<file path="config.mk">
export PLATFORM = sky130hd
export DESIGN_NAME = hazard_unit
export DESIGN_NICKNAME = d
export VERILOG_FILES = /design/src/rtl/hazard_unit.sv
export SDC_FILE = /design/constraint.sdc
export NUM_CORES = 1
export LEC_CHECK = 0
export CAP_MARGIN = 30
export CORE_MARGIN = 4
export CORE_UTILIZATION = 25
export CTS_CLUSTER_DIAMETER = 30
export CTS_CLUSTER_SIZE = 14
export DETAILED_ROUTE_END_ITERATION = 7
export GPL_TIMING_DRIVEN = 0
export PLACE_DENSITY = 0.51
export SETUP_SLACK_MARGIN = 0.4
export SLEW_MARGIN = 20
export SYNTH_ARGS = -nofsm -noshare
export SYNTH_HDL_FRONTEND = slang
export SYNTH_SLANG_ARGS = --single-unit
</file>
<file path="constraint.sdc">
create_clock -name clk -period 7.31 [get_ports clk]
set_input_delay 2.193 -clock clk [delete_from_list [all_inputs] [get_ports clk]]
set_output_delay 2.193 -clock clk [all_outputs]
set_load 0.02 [all_outputs]
</file>
<file path="src/rtl/hazard_unit.sv">
// Pipeline hazard unit: load-use and FPU scoreboard stalls, branch flush window,
// and occupancy tracking for a single non-pipelined multi-cycle FPU.
module hazard_unit #(
  parameter int FLUSH_DEPTH = 2
) (
  input  logic       clk,
  input  logic       rst_n,
  input  logic       id_valid,
  input  logic [4:0] id_rs1,
  input  logic [4:0] id_rs2,
  input  logic       id_uses_rs1,
  input  logic       id_uses_rs2,
  input  logic [4:0] id_rd,
  input  logic       id_rd_we,
  input  logic       id_is_fpu,
  input  logic [2:0] id_fpu_lat,
  input  logic       ex_is_load,
  input  logic [4:0] ex_rd,
  input  logic       branch_taken,
  output logic       stall_if,
  output logic       stall_id,
  output logic       flush_id,
  output logic       flush_ex,
  output logic       fpu_issue,
  output logic       fpu_done,
  output logic [4:0] fpu_rd
);

  localparam logic [1:0] FLUSH_RELOAD = 2'(FLUSH_DEPTH - 1);

  logic [31:0] pending_q, pending_d;
  logic [2:0]  fpu_cnt_q, fpu_cnt_d;
  logic [4:0]  fpu_rd_q, fpu_rd_d;
  logic [1:0]  flush_cnt_q, flush_cnt_d;

  logic load_use, fpu_raw, fpu_waw, fpu_struct;
  logic fpu_busy, fpu_free;
  logic flush_act, stall, issue, done;

  assign fpu_busy = (fpu_cnt_q != 3'd0);
  assign fpu_free = (fpu_cnt_q <= 3'd1);
  assign done     = (fpu_cnt_q == 3'd1);

  assign load_use = ex_is_load && (ex_rd != 5'd0) && id_valid &&
                    ((id_uses_rs1 && (id_rs1 == ex_rd)) ||
                     (id_uses_rs2 && (id_rs2 == ex_rd)));

  // The completing register is still marked in its done cycle, so its readers wait one more cycle.
  assign fpu_raw    = id_valid && ((id_uses_rs1 && pending_q[id_rs1]) ||
                                   (id_uses_rs2 && pending_q[id_rs2]));
  assign fpu_waw    = id_valid && id_rd_we && (id_rd != 5'd0) && pending_q[id_rd];
  assign fpu_struct = id_valid && id_is_fpu && !fpu_free;

  assign flush_act = branch_taken || (flush_cnt_q != 2'd0);
  assign stall     = (load_use || fpu_raw || fpu_waw || fpu_struct) && !flush_act;
  assign issue     = id_valid && id_is_fpu && fpu_free && !stall && !flush_act;

  // Outputs are held low for the whole reset interval, independent of the inputs.
  assign stall_if  = rst_n && stall;
  assign stall_id  = rst_n && stall;
  assign flush_id  = rst_n && flush_act;
  assign flush_ex  = rst_n && (stall || branch_taken);
  assign fpu_issue = rst_n && issue;
  assign fpu_done  = rst_n && done;
  assign fpu_rd    = fpu_rd_q;

  always_comb begin
    // NOTE: every always_comb target gets a default first so no path infers a latch.
    pending_d   = pending_q;
    fpu_cnt_d   = fpu_cnt_q;
    fpu_rd_d    = fpu_rd_q;
    flush_cnt_d = flush_cnt_q;

    // Clear before set: a back-to-back issue to the completing register keeps it pending.
    if (done) pending_d[fpu_rd_q] = 1'b0;
    if (issue && (id_rd != 5'd0)) pending_d[id_rd] = 1'b1;
    pending_d[0] = 1'b0;

    if (issue) begin
      fpu_cnt_d = (id_fpu_lat == 3'd0) ? 3'd1 : id_fpu_lat;
      fpu_rd_d  = id_rd;
    end else if (fpu_busy) begin
      fpu_cnt_d = fpu_cnt_q - 3'd1;
    end

    if (branch_taken) begin
      flush_cnt_d = FLUSH_RELOAD;
    end else if (flush_cnt_q != 2'd0) begin
      flush_cnt_d = flush_cnt_q - 2'd1;
    end
  end

  always_ff @(posedge clk or negedge rst_n) begin
    if (!rst_n) begin
      pending_q   <= '0;
      fpu_cnt_q   <= '0;
      fpu_rd_q    <= '0;
      flush_cnt_q <= '0;
    end else begin
      // NOTE: sequential state uses non-blocking assignments so all flops sample pre-edge values.
      pending_q   <= pending_d;
      fpu_cnt_q   <= fpu_cnt_d;
      fpu_rd_q    <= fpu_rd_d;
      flush_cnt_q <= flush_cnt_d;
    end
  end

endmodule

</file>
==> out/metrics.cfg, run 1 <==
[run_status]
outcome=complete, no violations

[worst_setup_path]
crit_buf_inv=4
crit_chain=buf_12 > mux4_2 > mux4_2 > nand3_2 > o221ai_2 > or4b_4 > or4_4 > buf_6 > buf_12 > nor2_4 > buf_6
cp.arrival_ns=4.97
crit_family=simple AND/OR/NAND/NOR gates
worstPathMaxFanout=6
cp-start-kind=input pin
cp_slowest_stage_delay_ns=0.55
crit_type=input pin to output port
slowest_stage=or4b_4
required_ns=5.12
end_kind=output port

[timing]
setup_viol=0
relSlewSlack=0.615
rsz0062_at_grt=yes
slew_viol_final=0
hold_viol=0
worstMarginPinSlew_ns=0.578
clock.fmax_mhz=140
fin_skew_ns=0.00553
period_minus_slack_ns=7.16
fin_crit_sh=0.980

[yosys]
synth_top_area_share=0.342
synthTopCellsByArea=dfrtp_1 (34%), mux4_2 (12%), o31ai_1 (7.8%)
ys.warnings.count=0
synthDistinctLibCells=44
synthesis.area_mm2=0.00300
async_flop_share=1.00
syn_avg_cell_area_um2=10.3
netlist_instances=292
ys.flop_type=dfrtp_1
synth_nets=328
synth_top_cell_by_area=dfrtp_1
synth-edff-count=0
yosysSeqAreaShare=0.342
ys_ff_latch=41

[placed_design]
dp_hpwl_um=6980
portBuffers=35
gp_congestion=0.865

[job]
maxCapViolCount=0

[route]
drt_iter0_markers=179
viasPerCell=5.48
ant_nets=0
wl_um=9510
first_pass_iters=4
wl_per_cell_um=19.7
vias=2646
drc=0

[clocking]
clk_pin_slew_ns=0.05
h-tree-depth=2
cts.sinks=41
clk_path_buf_depth=2
cts_made_buffers=5
cts_root_buf=clkbuf_16
clock_latency_ns=0.28
cts_hold_buf=0
cts_tree=built

[cells_and_area]
n_antenna_cell=0
nFillCells=1160
layout-drive-gt1-share=0.235
synthToLayoutAreaGrowth_pct=27.1
fin_nets=376
seqCellArea_mm2=0.00103
multi_input_area_mm2=0.00188
finalCoreUtilization=0.330

[min_path]
hold_path.class=flop to flop

[global_routing]
grt_start_max_net_pins=26
grt.overflow.total=0
antenna_found_initial=0
grt_pass1_vias=2673
grt_usage=0.138
grt_pass1_wl_um=15200

[power_and_ir_drop]
clockPowerShare=0.273
power.density_mw_per_mm2=209
vdd_drop_max_mv=0.112
finalPower_mw=0.796
p_int_mw=0.536
swShare=0.326
p_seq_frac=0.382
comb_power_share=0.346
leakage_nw=1.40
p_switching_mw=0.259

[floorplan]
fp.dieW_um=118
std_cell_rows=39
core_area_mm2=0.0116
initial_core_util=0.259
die_y_um=118
die_area_mm2=0.0138
boundaryPins=43

==> worst reg2reg max path, cell delays in order (launching register included) <==
cell	delay, ns
dfrtp_1	0.40
mux4_2	0.50
mux4_2	0.49
nand3_2	0.09
o221ai_2	0.08
or4b_4	0.55
or4_4	0.49
buf_6	0.14
buf_4	0.13
buf_6	0.15
mux2_4	0.30
==> power groups by stage <==
stage / combinational, mW / sequential (mW) / clock, mW
floorplan: 0.179 / 0.300 / 0
global placement: 0.266 / 0.306 / 0
detailed placement: 0.270 / 0.307 / 0
CTS: 0.275 / 0.304 / 0.223
global route: 0.305 / 0.310 / 0.230
finish: 0.275 / 0.304 / 0.217
==> final cells by class <==
class                           count  share of cell area
Tap cell                          143              0.0469
Buffer                             21              0.0423
Multi-Input combinational cell    221               0.493
Inverter                            9             0.00886
Timing Repair Buffer               41               0.103
Clock buffer                        7              0.0374
Sequential cell                    41               0.269
==> final timing paths <==
check / from / end / slack, ns / cells after the start
setup reg to reg: pending_q[31] / fpu_rd[3] / 3.86 / 10
min in group asynchronous: rst_n / fpu_cnt_q[2] / 1.87 / 1
hold reg to reg: flush_cnt_q[0] / flush_cnt_q[0] / 0.52 / 2
max in group asynchronous: rst_n / pending_q[8] / 4.94 / 2
hold / removal: flush_cnt_q[0] / flush_cnt_q[0] / 0.52 / 2
setup / recovery: id_rs1[1] / fpu_issue / 0.15 / 11
==> logic make-up after synthesis <==
| kind of cell | share of synthesized area |
|---|---|
| xor+xnor | 0.0350 |
| compound gates | 0.195 |
| simple gates | 0.138 |
| fa+ha+maj | 0.0167 |
| flops | 0.342 |
| buf+inv | 0.0459 |
| mux | 0.227 |
==> flip-flops by register name, summed over array words and instances (netlist names) <==
name,count
fpu_rd,5
pending_q,31
flush_cnt_q,2
fpu_cnt_q,3
==> timing repair <==
| action | CTS | global route |
|---|---|---|
| pin swaps | 1 | 3 |
| resized for setup | 35 | 17 |
| setup endpoints to repair | 4 | 4 |
| setup buffers | 4 | 1 |
==> synth_stat cells (2+ instances only) <==
master	n
o221ai_1	3
nand3b_1	8
buf_2	5
buf_1	3
dfrtp_1	41
mux2_4	7
nor2_1	13
mux2_2	4
mux2i_1	17
o21a_1	2
o22ai_1	2
nand3_1	4
nor3b_1	2
nor3_1	3
o32ai_1	3
nand2b_1	9
o211ai_1	3
nand2_1	13
ha_1	4
a21oi_1	5
o21bai_1	3
buf_6	2
nor2b_1	2
or3_1	2
and2_1	2
inv_1	9
o21ai_0	32
or3b_2	7
nand4_1	2
o31ai_1	31
mux4_2	16
xor2_1	2
clkbuf_1	10
xnor2_1	10
or4_1	2
==> through the flow <==
stage	area [µm²]	worst slack, ns	cells	hold slack, ns	setup TNS [ns]
after detailed placement	3570	-0.811	471	0.512	-1.40
after global routing	3810	0.0565	483	0.568	0
after floorplan	3030	0.330	292	0.480	0
final	3810	0.147	483	0.523	0
after global placement	3550	-0.855	470	0.496	-1.75
after CTS	3790	0.126	482	0.527	0
==> layout by cell type, fill, tap and decap left out, types with 3 or more instances in the layout <==
master,netlist,routed
nor3_1,3,3
buf_6,2,4
clkbuf_16,0,5
buf_2,5,7
nand2b_1,9,9
mux2_2,4,4
nand2_1,13,13
o31ai_1,31,31
buf_12,0,3
dfrtp_1,41,41
o32ai_1,3,3
o211ai_1,3,3
mux4_2,16,16
mux2_4,7,7
nand3_1,4,3
nand3b_1,8,8
mux2i_1,17,16
buf_4,1,7
clkdlybuf4s50_1,0,23
nor2_1,13,11
or3b_2,7,7
inv_1,9,9
xnor2_1,10,10
o21ai_0,32,31
ha_1,4,4
clkbuf_2,0,7
o21bai_1,3,3
dlygate4sd2_1,0,4
a21oi_1,5,5
dlymetal6s2s_1,0,3
==> routing by layer <==
layer | vias to the layer above | part of all wire | routed length (µm) | track usage
met5 | - | 0 | 0 | 0
met4 | 0 | 0.020 | 194 | 0.0396
met3 | 14 | 0.057 | 543 | 0.0284
met2 | 101 | 0.43 | 4090 | 0.201
met1 | 1315 | 0.49 | 4680 | 0.206
li1 | 1216 | - | - | -
Power figures use the tool's default switching activity.
==> run 2, diff against run 1 <==
--- a/config.mk
+++ b/config.mk
@@ -6,7 +6,7 @@
 export NUM_CORES = 1
 export LEC_CHECK = 0
 export CAP_MARGIN = 30
-export CORE_MARGIN = 4
+export CORE_MARGIN = 3
 export CORE_UTILIZATION = 25
 export CTS_CLUSTER_DIAMETER = 30
 export CTS_CLUSTER_SIZE = 14
==> run 2 against run 1 <==
Compared with the run above: cell count grew 0.41%; utilization grew 0.41 points; non-clock buffer count grew 1; maximum frequency grew 0.63%; global-route usage grew 1.0 points; largest power group unchanged; highest routed layer unchanged.
==> out/metrics.cfg, run 2 (synthesis results as in run 1) <==
[floorplan]
initial_core_util=0.259  ; unchanged
die_y_um=116  ; -1.7%
fp.dieW_um=116  ; -1.7%
boundaryPins=43  ; unchanged
die_area_mm2=0.0134  ; -3.4%
core_area_mm2=0.0116  ; unchanged
std_cell_rows=39  ; unchanged

[worst_setup_path]
cp.arrival_ns=4.93  ; -0.04 ns
r2r_cells=10  ; unchanged
reg2reg_to=fpu_rd[0]
crit_type=input pin to output port
cp-start-kind=input pin
slowest_stage=or4b_4
worstPathMaxFanout=10  ; +4
required_ns=5.12  ; about the same
r2r_start=pending_q[31]
cp_slowest_stage_delay_ns=0.52  ; -0.03 ns
crit_family=simple AND/OR/NAND/NOR gates
crit_buf_inv=4  ; unchanged
crit_chain=buf_6 > mux4_2 > mux2i_1 > o221ai_1 > a32oi_1 > or4b_4 > or4_4 > buf_6 > buf_12 > nor2_4 > buf_6
end_kind=output port
path_common_cell=buf_6
r2r_slack_ns=3.89  ; +0.03 ns

[job]
maxCapViolCount=0  ; unchanged

[global_routing]
met3_usage=0.0240  ; -0.00433
grt_pass1_wl_um=15300  ; +0.50%
grt_usage=0.148  ; +0.0102
grt.overflow.total=0  ; unchanged
grt_util_met2=0.226  ; +0.0256
grt_start_max_net_pins=26  ; unchanged
grt_busiest_layer=met2
met1_usage=0.215  ; +0.00888
grt_pass1_vias=2716  ; +1.6%
antenna_found_initial=0  ; unchanged

[timing]
fin_ws_ns=0.191  ; +0.0449 ns
fin_skew_ns=0.00605  ; +0.000518 ns
period_minus_slack_ns=7.12  ; -0.0449 ns
setup_viol=0  ; unchanged
hold_viol=0  ; unchanged
worstMarginPinSlew_ns=0.562  ; -0.0165 ns
whs_ns=0.511  ; -0.0113 ns
slew_viol_final=0  ; unchanged
rsz0062_at_grt=yes
fin_crit_sh=0.974  ; -0.00614
clock.fmax_mhz=140  ; +0.63%
tns_ns=0  ; unchanged
relSlewSlack=0.626  ; +0.0110

[power_and_ir_drop]
vdd_drop_max_mv=0.0912  ; -18%
p_switching_mw=0.271  ; +4.3%
leakage_nw=1.40  ; about the same
power.density_mw_per_mm2=219  ; +4.8%
finalPower_mw=0.844  ; +6.1%
clockPowerShare=0.313  ; +0.040
comb_power_share=0.328  ; -0.018
swShare=0.321  ; -0.00532
p_seq_frac=0.359  ; -0.023
p_int_mw=0.574  ; +6.9%

[route]
drc=0  ; unchanged
drt_iter0_markers=227  ; +27%
viasPerCell=5.49  ; +0.27%
vias=2664  ; +0.68%
ant_nets=0  ; unchanged
first_pass_iters=4  ; unchanged
wl_um=9680  ; +1.8%
wl_per_cell_um=20.0  ; +1.4%

[cells_and_area]
top_register=pending_q
fin_nets=377  ; +0.27%
fin_area_mm2=0.00386  ; +1.2%
mostFrequentLayoutCells=dfrtp_1 (41), o21ai_0 (31), o31ai_1 (31)
layout-drive-gt1-share=0.249  ; +0.0132
final_common_cell=dfrtp_1
n_antenna_cell=0  ; unchanged
synthToLayoutAreaGrowth_pct=28.6
largest_register_ffs=31  ; unchanged

[min_path]
hold_path.class=flop to flop
hold_end=flush_cnt_q[0]
hold_depth=2  ; unchanged
min_from=flush_cnt_q[0]

[placed_design]
gp_congestion=0.862  ; -0.37%
pre_cts_slack_ns=-0.841  ; -0.0303 ns
placed_cell_area_mm2=0.00357  ; unchanged
dp_hpwl_um=6900  ; -1.1%
portBuffers=35  ; unchanged

[run_status]
outcome=complete, no violations

[clocking]
clk_pin_slew_ns=0.06  ; about the same
cts_root_buf=clkbuf_16
clock_latency_ns=0.28  ; about the same
cts.sinks=41  ; unchanged
h-tree-depth=2  ; unchanged
cts_made_buffers=5  ; unchanged
cts_hold_buf=0  ; unchanged
clk_path_buf_depth=2  ; unchanged
cts_tree=built

[run 2: cell count changes in the layout (fill, tap and decap cells not counted), sizes merged]
cell and delta:
clkdlybuf4s50 +1, dlygate4sd2 +2, clkinvlp +1, clkbuf -2, dlymetal6s2s -3, bufinv +1, buf +2
[run 2: worst reg2reg max path, delay by kind of cell, from the launching register on]
family / cells / cell delay (ns)
compound gates: 1 / 0.08
buf+inv: 3 / 0.42
flops: 1 / 0.42
mux: 3 / 1.32
simple gates: 3 / 1.07
[run 2: per-layer routing]
layer / vias to the layer above / share of wire
li1: 1213 / -
met1: 1344 / 0.46
met2: 92 / 0.45
met3: 15 / 0.062
met4: 0 / 0.023
met5: - / 0
[run 2: timing repair]
item	CTS	global route
gates resized for setup	43	13
endpoints found under the setup margin	4	4
buffers inserted	6	0
pin swaps	4	3
[run 2: final cells by class]
cell class,instances,area [µm²]
multi-input combinational,221,1890
sequential,41,1030
clock buffer,6,139
fill,1163,7700
buffer,21,163
tap,143,179
timing repair buffer,42,389
inverter,9,33.8
clock inverter,2,37.5
[run 2: worst max-delay path by stage]
stage,start,end,slack [ns],depth (start not counted)
after floorplan,id_rs1[1],fpu_issue,0.33,10
after global placement,id_rd[1],fpu_issue,-0.86,12
after detailed placement,id_rd[1],fpu_issue,-0.84,12
after CTS,id_rs1[1],fpu_issue,0.12,11
after global routing,id_rs1[1],fpu_issue,0.14,11
final,id_rs2[1],fpu_issue,0.19,11
[run 2: through the flow]
stage                util  std cells
global placement    0.307        470
detailed placement  0.309        471
CTS                 0.332        485
floorplan               -        292
global route        0.334        485
finish              0.334        485
[run 2: power groups by stage]
stage                     clock network (mW)  registers [mW]  logic (mW)
after floorplan                            0           0.300       0.179
after detailed placement                   0           0.307       0.269
after CTS                              0.268           0.303       0.275
final                                  0.265           0.303       0.277
after global placement                     0           0.306       0.266
after global routing                   0.278           0.308       0.308
